<file path="config.mk">
export PLATFORM = sky130hd
export DESIGN_NAME = multi7_display_arbiter_flat
export DESIGN_NICKNAME = d
export VERILOG_FILES = /design/src/rtl/multi7_display_arbiter_pkg.sv /design/src/rtl/multi7_display_arbiter_if.sv /design/src/rtl/multi7_display_arbiter_rr_pick2.sv /design/src/rtl/multi7_display_arbiter.sv /design/src/flat_wrapper.sv
export SDC_FILE = /design/constraint.sdc
export NUM_CORES = 1
export LEC_CHECK = 0
export CORE_UTILIZATION = 30
export CTS_BUF_LIST = sky130_fd_sc_hd__clkbuf_8
export CTS_CLUSTER_SIZE = 14
export DETAILED_ROUTE_END_ITERATION = 10
export GPL_ROUTABILITY_DRIVEN = 0
export PLACE_DENSITY = 0.65
export SYNTH_ARGS = -nofsm -noshare
export SYNTH_HDL_FRONTEND = slang
export SYNTH_SLANG_ARGS = --single-unit
</file>
<file path="constraint.sdc">
create_clock -name i_clk_10mhz -period 2.1 [get_ports i_clk_10mhz]
set_input_delay 0.42 -clock i_clk_10mhz [delete_from_list [all_inputs] [get_ports i_clk_10mhz]]
set_output_delay 0.42 -clock i_clk_10mhz [all_outputs]
set_load 0.02 [all_outputs]
</file>
<file path="src/rtl/multi7_display_arbiter_pkg.sv">
// Shared types and constants for the two-client seven-segment display arbiter.
package multi7_pkg;

    typedef enum logic [1:0] {
        ST_IDLE    = 2'd0,
        ST_ACTIVE  = 2'd1,
        ST_HANDOFF = 2'd2
    } arb_state_t;

    localparam logic [3:0] BLANK_DIGIT = 4'hF;
    localparam int         NUM_CLIENTS = 2;

endpackage

</file>
<file path="src/rtl/multi7_display_arbiter_if.sv">
// Client-facing request/write bus of the display arbiter.
// Handshake: a frame moves on a clock edge where i_wr_valid[n] and o_wr_ready[n] are both high;
// the client holds valid and data stable until then, and ready never depends on valid.
interface multi7_display_arbiter_if #(
    parameter int DIGITS = 4
);
    import multi7_pkg::*;

    logic [NUM_CLIENTS-1:0]          i_req;
    logic [NUM_CLIENTS-1:0]          i_wr_valid;
    logic [NUM_CLIENTS*DIGITS*4-1:0] i_wr_data;
    logic [NUM_CLIENTS-1:0]          o_wr_ready;
    logic [NUM_CLIENTS-1:0]          o_grant;
    logic [DIGITS*4-1:0]             o_digits;

    modport master (
        output i_req, i_wr_valid, i_wr_data,
        input  o_wr_ready, o_grant, o_digits
    );

    modport slave (
        input  i_req, i_wr_valid, i_wr_data,
        output o_wr_ready, o_grant, o_digits
    );

endinterface

</file>
<file path="src/rtl/multi7_display_arbiter_rr_pick2.sv">
// Two-way round-robin picker: holds the most recently granted client and picks the winner.
module multi7_rr_pick2 (
    input  logic       clk,
    input  logic       rst,
    input  logic [1:0] req,
    input  logic       update,
    output logic       winner
);

    logic last;

    // With no request the winner is unused by the caller; client 0 is a harmless default.
    always_comb begin
        winner = 1'b0;
        if (req == 2'b11) begin
            winner = ~last;
        end else if (req[1]) begin
            winner = 1'b1;
        end
    end

    always_ff @(posedge clk) begin
        if (rst) begin
            last <= 1'b1;
        end else if (update) begin
            last <= winner;
        end
    end

endmodule

</file>
<file path="src/rtl/multi7_display_arbiter.sv">
// Round-robin owner of the multi7 display with a minimum hold time per grant.
// Define MULTI7_ARB_BLANK_ON_IDLE_EN to blank the display on every entry into IDLE.
module multi7_display_arbiter
    import multi7_pkg::*;
#(
    parameter int DIGITS     = 4,
    parameter int HOLD_TICKS = 10000
) (
    input  logic                     i_clk_10mhz,
    input  logic                     i_rst,
    multi7_display_arbiter_if.slave  bus,
    output arb_state_t               dbg_state
);

    localparam int CW = $clog2(HOLD_TICKS + 1);
    localparam int FW = DIGITS * 4;

    arb_state_t          state, state_next;
    logic                owner, owner_next;
    logic [CW-1:0]       cnt, cnt_next;
    logic [1:0]          grant_q, grant_next;
    logic [FW-1:0]       digits_q, digits_next;
    logic                winner;
    logic                pick_update;
    logic                other;
    logic                hold_done;
    logic [1:0]          accept;

    multi7_rr_pick2 u_pick (
        .clk    (i_clk_10mhz),
        .rst    (i_rst),
        .req    (bus.i_req),
        .update (pick_update),
        .winner (winner)
    );

    assign other     = ~owner;
    assign hold_done = (cnt == CW'(HOLD_TICKS));
    assign accept    = bus.i_wr_valid & grant_q;

    // A fresh grant loads 1 so the counter equals the number of cycles owned so far.
    always_comb begin
        state_next  = state;
        owner_next  = owner;
        cnt_next    = cnt;
        pick_update = 1'b0;
        case (state)
            ST_IDLE: begin
                cnt_next = '0;
                if (|bus.i_req) begin
                    state_next  = ST_ACTIVE;
                    owner_next  = winner;
                    pick_update = 1'b1;
                    cnt_next    = CW'(1);
                end
            end
            ST_ACTIVE: begin
                if (!hold_done) begin
                    cnt_next = cnt + CW'(1);
                end
                if (!bus.i_req[owner]) begin
                    state_next = ST_IDLE;
                end else if (hold_done && bus.i_req[other]) begin
                    state_next = ST_HANDOFF;
                end
            end
            ST_HANDOFF: begin
                cnt_next = '0;
                if (bus.i_req[other]) begin
                    state_next  = ST_ACTIVE;
                    owner_next  = winner;
                    pick_update = 1'b1;
                    cnt_next    = CW'(1);
                end else begin
                    state_next = ST_IDLE;
                end
            end
            default: begin
                state_next = ST_IDLE;
                cnt_next   = '0;
            end
        endcase
    end

    always_comb begin
        grant_next = 2'b00;
        if (state_next == ST_ACTIVE) begin
            grant_next = owner_next ? 2'b10 : 2'b01;
        end
    end

    // A write on the edge that leaves ACTIVE still wins over blanking.
    always_comb begin
        digits_next = digits_q;
        if (accept[1]) begin
            digits_next = bus.i_wr_data[FW +: FW];
        end else if (accept[0]) begin
            digits_next = bus.i_wr_data[0 +: FW];
        end
`ifdef MULTI7_ARB_BLANK_ON_IDLE_EN
        else if (state_next == ST_IDLE && state != ST_IDLE) begin
            digits_next = {DIGITS{BLANK_DIGIT}};
        end
`endif
    end

    always_ff @(posedge i_clk_10mhz) begin
        if (i_rst) begin
            state    <= ST_IDLE;
            owner    <= 1'b0;
            cnt      <= '0;
            grant_q  <= 2'b00;
            digits_q <= {DIGITS{BLANK_DIGIT}};
        end else begin
            state    <= state_next;
            owner    <= owner_next;
            cnt      <= cnt_next;
            grant_q  <= grant_next;
            digits_q <= digits_next;
        end
    end

    assign bus.o_grant    = grant_q;
    assign bus.o_wr_ready = grant_q;
    assign bus.o_digits   = digits_q;
    assign dbg_state      = state;

endmodule

</file>
<file path="src/flat_wrapper.sv">
// flat-port wrapper written by rule: the top's interface ports become plain ports
module multi7_display_arbiter_flat import multi7_pkg::*;
#(
    parameter int DIGITS     = 4,
    parameter int HOLD_TICKS = 10000
)
  (i_clk_10mhz, i_rst, dbg_state, bus_i_req, bus_i_wr_valid, bus_i_wr_data, bus_o_wr_ready, bus_o_grant, bus_o_digits);
  multi7_display_arbiter_if #(.DIGITS(DIGITS)) bus_i ();
  input  logic i_clk_10mhz;
  input  logic i_rst;
  output arb_state_t dbg_state;
  input wire logic [$bits(bus_i.i_req)-1:0] bus_i_req;
  input wire logic [$bits(bus_i.i_wr_valid)-1:0] bus_i_wr_valid;
  input wire logic [$bits(bus_i.i_wr_data)-1:0] bus_i_wr_data;
  output wire logic [$bits(bus_i.o_wr_ready)-1:0] bus_o_wr_ready;
  output wire logic [$bits(bus_i.o_grant)-1:0] bus_o_grant;
  output wire logic [$bits(bus_i.o_digits)-1:0] bus_o_digits;
  assign bus_i.i_req = bus_i_req;
  assign bus_i.i_wr_valid = bus_i_wr_valid;
  assign bus_i.i_wr_data = bus_i_wr_data;
  assign bus_o_wr_ready = bus_i.o_wr_ready;
  assign bus_o_grant = bus_i.o_grant;
  assign bus_o_digits = bus_i.o_digits;
  multi7_display_arbiter #(.DIGITS(DIGITS), .HOLD_TICKS(HOLD_TICKS)) u_core (.i_clk_10mhz(i_clk_10mhz), .i_rst(i_rst), .bus(bus_i), .dbg_state(dbg_state));
endmodule
</file>
* Word level (Yosys, flattened, before mapping)
Cells that the tools add are included.
** Storage, ports and cells
- Flip-flop bits (word level) :: 36
- Input port bits :: 38
- Output and inout port bits :: 22
- Word-level logic and storage cells :: 48
** Cells by class
- Add/subtract/negate cells :: 1
- Order comparisons :: 2
- Equal/unequal tests :: 6
- Mux-type cells :: 24
- Bitwise operators :: 4
- Reduce and logical (&&, ||, !) cells :: 5
** Operators by type and width (count)
- 14-bit one-hot mux with 3 select lines :: 1
- 16-bit 2-to-1 mux :: 2
- 14-bit by 1-bit adder with 14-bit output (second input constant) :: 1
- 14-bit == test (second input constant) :: 1
- 14-bit 2-to-1 mux :: 1
- 1-bit 2-to-1 mux :: 13
- 2-bit 2-to-1 mux :: 4
- 2-bit one-hot mux with 3 select lines :: 1
- 2-bit by 1-bit == test with 1-bit output (second input constant) :: 2
- 2-bit == test (second input constant) :: 2
- 1-bit by 2-bit < comparator with 1-bit output (second input constant) :: 2
- 1-bit one-hot mux with 2 select lines :: 2
- 2-bit OR reduction :: 2
- 1-bit inverter :: 3
- 2-bit bitwise AND :: 1
- 2-bit logical NOT :: 1
- 2-bit inequality test (second input constant) :: 1
- 2-bit nonzero test :: 1
- 1-bit logical AND :: 1

* Depth between registers and ports, before layout
- Word-level depth :: 10
- Mapped depth :: 6
- Mapped depth without buffers :: 6

* Cells and area by module
Synthesis repeated with hierarchy kept, for this count alone.
** Unflattened totals
- Cell total of the unflattened synthesis :: 196
- Area, all modules :: 1722.9 um^2
** By module, submodules not included
- multi7_display_arbiter :: times used 1, cells each 192, area each 1680.4 um^2, seq. area each 700.7 um^2
- multi7_rr_pick2 :: times used 1, cells each 4, area each 42.5 um^2, seq. area each 20.0 um^2

* Least setup slack after synthesis
No wires, ideal clock.
- Path kind :: register to register
- Start :: register u_core.grant_q[1] (netlist: u_core.bus.o_grant[1])
- End :: register u_core.digits_q[6] (netlist: u_core.bus.o_digits[6])
- Setup time :: 0.129 ns
- Arrival time :: 1.381 ns
- Required time :: 1.971 ns
- Slack :: 0.590 ns
- Stages on the path, launching flop included :: 7
- Path buffers :: 2
- Period minus slack after synthesis :: 1.510 ns
- Cells stage by stage :: dfxtp_1 nand2_2 and2_1 buf_2 buf_6 a211oi_1 o21ai_1
** Between the ends
- Cells in the longest elaborated chain, start to end :: 2
- Elaborated cells between the ends (all ways) :: 3
- Those cells by class :: mux: 1; bitwise: 1; reduce/logical: 1
** RTL lines
- start: declaration :: RTL line multi7_display_arbiter.sv:21 : logic [1:0] grant_q, grant_next;
- start signal: assignment :: RTL line multi7_display_arbiter.sv:118 : grant_q <= grant_next;
- 2-bit bitwise AND * :: RTL line multi7_display_arbiter.sv:39 : assign accept = bus.i_wr_valid & grant_q;
- 16-bit 2-to-1 mux or 2-bit nonzero test (tied branches)
- end signal: assignment :: RTL line multi7_display_arbiter.sv:113 : digits_q <= {DIGITS{BLANK_DIGIT}};
- end signal: assignment :: RTL line multi7_display_arbiter.sv:119 : digits_q <= digits_next;
- end: declaration :: RTL line multi7_display_arbiter.sv:22 : logic [FW-1:0] digits_q, digits_next;
Every way passes the cells marked *; elsewhere a longest branch is shown, timed or not.
A chain may end at the register's enable or synchronous reset.

* Worst setup path after layout
- Start :: register u_core.grant_q[1] (netlist: u_core.bus.o_grant[1])
- End :: output port bus_o_grant[1]
** RTL lines
- end: declaration :: RTL line flat_wrapper.sv:16 : output wire logic [$bits(bus_i.o_grant)-1:0] bus_o_grant;
No word-level cell between the ends.

==> flow_summary.json <==
{
  "die_area_sq_um": 5930,
  "finalSetupTns_ns": 0,
  "layout_common_cells": "59 x clkdlybuf4s50_1, 36 x dfxtp_1, 30 x nor2_1",
  "antenna_cells": 0,
  "ys_ff_latch": 36,
  "wire_per_inst_um": 12.4,
  "wl_mm": 4.10,
  "power_uw": 1680,
  "vdd_drop_max_mv": 0.300,
  "avgSynthCellArea_sq_um": 8.45,
  "core_area_sq_um": 5270,
  "pwr-share-seq_pct": 44.7,
  "slowest_delay_ns": 0.67,
  "cp.required_ns": 1.68,
  "grt_pass1_vias": 1465,
  "vias": 1573,
  "r2r-start": "u_core.cnt[4]",
  "wl_met2_mm": 1.81,
  "clockBufferDepth": 2,
  "root_buffer": "clkbuf_8",
  "cp_top_family": "buffers and inverters",
  "placedCellCount": 323,
  "worst_skew_pair.late_latency_ns": 0.28,
  "critical_path_class": "reg -> out",
  "antenna_left": 0,
  "fp-row-count": 26,
  "yosysSeqAreaShare_pct": 42.7,
  "syn_inst": 200,
  "synthTopCellsByArea": "dfxtp_1 43%, a211oi_1 7.6%, and3_1 6.7%, nor2_1 6.7%, o21ai_0 4.4%",
  "hold_ws_ns": 0.486,
  "fin_crit_sh_pct": 88.9,
  "io_buffers": 59,
  "syn-cell-area_sq_um": 1690,
  "hp-class": "reg -> reg",
  "synth_ff_type": "dfxtp_1",
  "synth_top_area_cell": "dfxtp_1",
  "syn_nets": 240,
  "drv_cap": 0,
  "cts_tree": "done",
  "yosysUniqueCellTypes": 38,
  "ios": 60,
  "area_growth_pct": 46.0,
  "dp_hpwl_mm": 2.93,
  "final.fill_count": 533,
  "hold_buffers": 0,
  "die_w_um": 77.0,
  "grt_setup_unrepaired": "false",
  "arrival_ns": 1.45,
  "synth_top_area_share_pct": 42.7,
  "p_sw_uw": 435,
  "maxUsedRoutingLayer": "met4",
  "startpoint_type": "flip-flop",
  "tightest_slew_ns": 0.601,
  "vias_per_cell": 4.75,
  "initial_core_util_pct": 32.1,
  "yosys_warnings": 0,
  "grt.overflow.total": 0,
  "drc_errors": 0,
  "wl_met1_mm": 2.01,
  "regToRegSetupSlack_ns": 0.53,
  "async_flop_share_pct": 0,
  "path_max_fanout": 9,
  "dr.pass1.iters": 4,
  "synth_edf_count": 0,
  "p_leak_uw": 0.000946,
  "fmax_mhz": 536,
  "finalSetupViolCount": 0,
  "grt_pass1_wl_mm": 6.95,
  "slowest_stage": "clkdlybuf4s50_1",
  "maxSlewViolCount": 0,
  "chipHeight_um": 77.0,
  "pre_cts_ws_ns": 0.190,
  "pwr-share-comb_pct": 20.1,
  "clock-sinks": 36,
  "htree_levels": 2,
  "instances_no_fill": 331,
  "clkSlewWorstSetupHoldPaths_ns": 0.08,
  "antenna_found_initial": 0,
  "switching_share_pct": 25.8,
  "fin_ws_ns": 0.233,
  "min_period_ns": 1.87,
  "cp-end-kind": "primary output",
  "drive_above_1_share_pct": 6.51,
  "hold_start": "u_core.u_pick.last",
  "slew_headroom_pct": 59.9,
  "nNetsFinal": 300,
  "pwr-share-clk_pct": 35.2,
  "grt_start_max_net_pins": 18,
  "status": "finished clean",
  "internal-power_uw": 1250,
  "wl_met3_um": 194,
  "layout_commonest_cell": "clkdlybuf4s50_1",
  "crit_buf_inv": 1,
  "worstPathCellList": "clkdlybuf4s50_1",
  "grt_usage_pct": 14.6,
  "ctsResizeCount": 0,
  "drt_iter0_drc": 93,
  "fin_skew_ns": 0.00695,
  "crit_start": "u_core.bus.o_grant[1]",
  "finalHoldViolCount": 0,
  "post_cts_buffers": 0,
  "cts_made_buffers": 5,
  "power.density_nw_per_um2": 683
}
[registers in the layout, summed over array words and instances, names as in the netlist]
register / flops
u_core.bus.o_grant: 2
u_core.cnt: 14
u_core.u_pick.last: 1
u_core.bus.o_digits: 16
u_core.dbg_state: 2
u_core.owner: 1
[per-layer routing]
metal  up-vias  global-route usage, %
met5         -                      0
met4         0                   6.98
met3         7                   3.81
met2        40                   22.5
met1       693                   19.0
li1        833                      -
[power by group through the flow]
| stage | combinational (uW) | sequential [uW] | clock [uW] |
|---|---|---|---|
| 3_5_place_dp | 340 | 767 | 0 |
| 4_1_cts | 342 | 752 | 614 |
| 6_report | 339 | 752 | 593 |
| 3_3_place_gp | 340 | 767 | 0 |
| 5_1_grt | 372 | 760 | 641 |
| 2_1_floorplan | 131 | 799 | 0 |
[cells in the mapped netlist, types with 2 or more instances]
cell      count
clkbuf_1      5
o21ai_0      15
mux2i_1       4
and3_1       18
nand4_1       4
dfxtp_1      36
nor2_1       30
nand3_1       5
xor2_1        6
nor3_1        3
nand2_1      10
a21oi_1       6
o21ai_1       4
xnor2_1       3
buf_2         2
or3b_1        2
a21boi_0      2
ha_1          2
or3_1         2
buf_4         3
nand3b_1      2
inv_1         4
a211oi_1     17
[area by class of cell]
type | count | area (sq um) | area share, %
inverter | 4 | 15.0 | 0.609
clock buffer | 5 | 68.8 | 2.79
multi-input combinational | 148 | 887 | 36.0
sequential | 36 | 721 | 29.2
tap | 70 | 87.6 | 3.55
clock inverter | 3 | 38.8 | 1.57
timing repair buffer | 65 | 648 | 26.3
[worst register-to-register path, delay by kind of cell, from the launching register on]
family | cells | cell delay (ns)
and+or+nand+nor | 2 | 0.62
DFF | 1 | 0.42
AOI/OAI and AO/OA | 2 | 0.44
[cells by family (layout without fill, tap and decap cells)]
family          after synthesis  count (layout)  share of synthesized area (%)
simple gates                 86              86                           26.7
flops                        36              36                           42.7
fa+ha+maj                     2               2                           1.48
buf+inv                      16              77                           4.81
compound gates               47              47                           17.3
mux                           4               4                           2.37
xor+xnor                      9               9                           4.67
[path summary, 6_finish.rpt]
| check | endpoint | cells after the start |
|---|---|---|
| worst min-delay path | u_core.u_pick.last | 2 |
| worst min register to register | u_core.u_pick.last | 2 |
| worst max register to register | u_core.cnt[0] | 4 |
| worst max-delay path | bus_o_grant[1] | 1 |
[stage by stage]
step	cell area (sq um)	util [%]
2_1_floorplan	1690	-
3_3_place_gp	2360	44.8
3_5_place_dp	2360	44.8
4_1_cts	2470	46.8
5_1_grt	2470	46.8
6_report	2470	46.8
No activity file was read; power rests on OpenSTA's default activity.
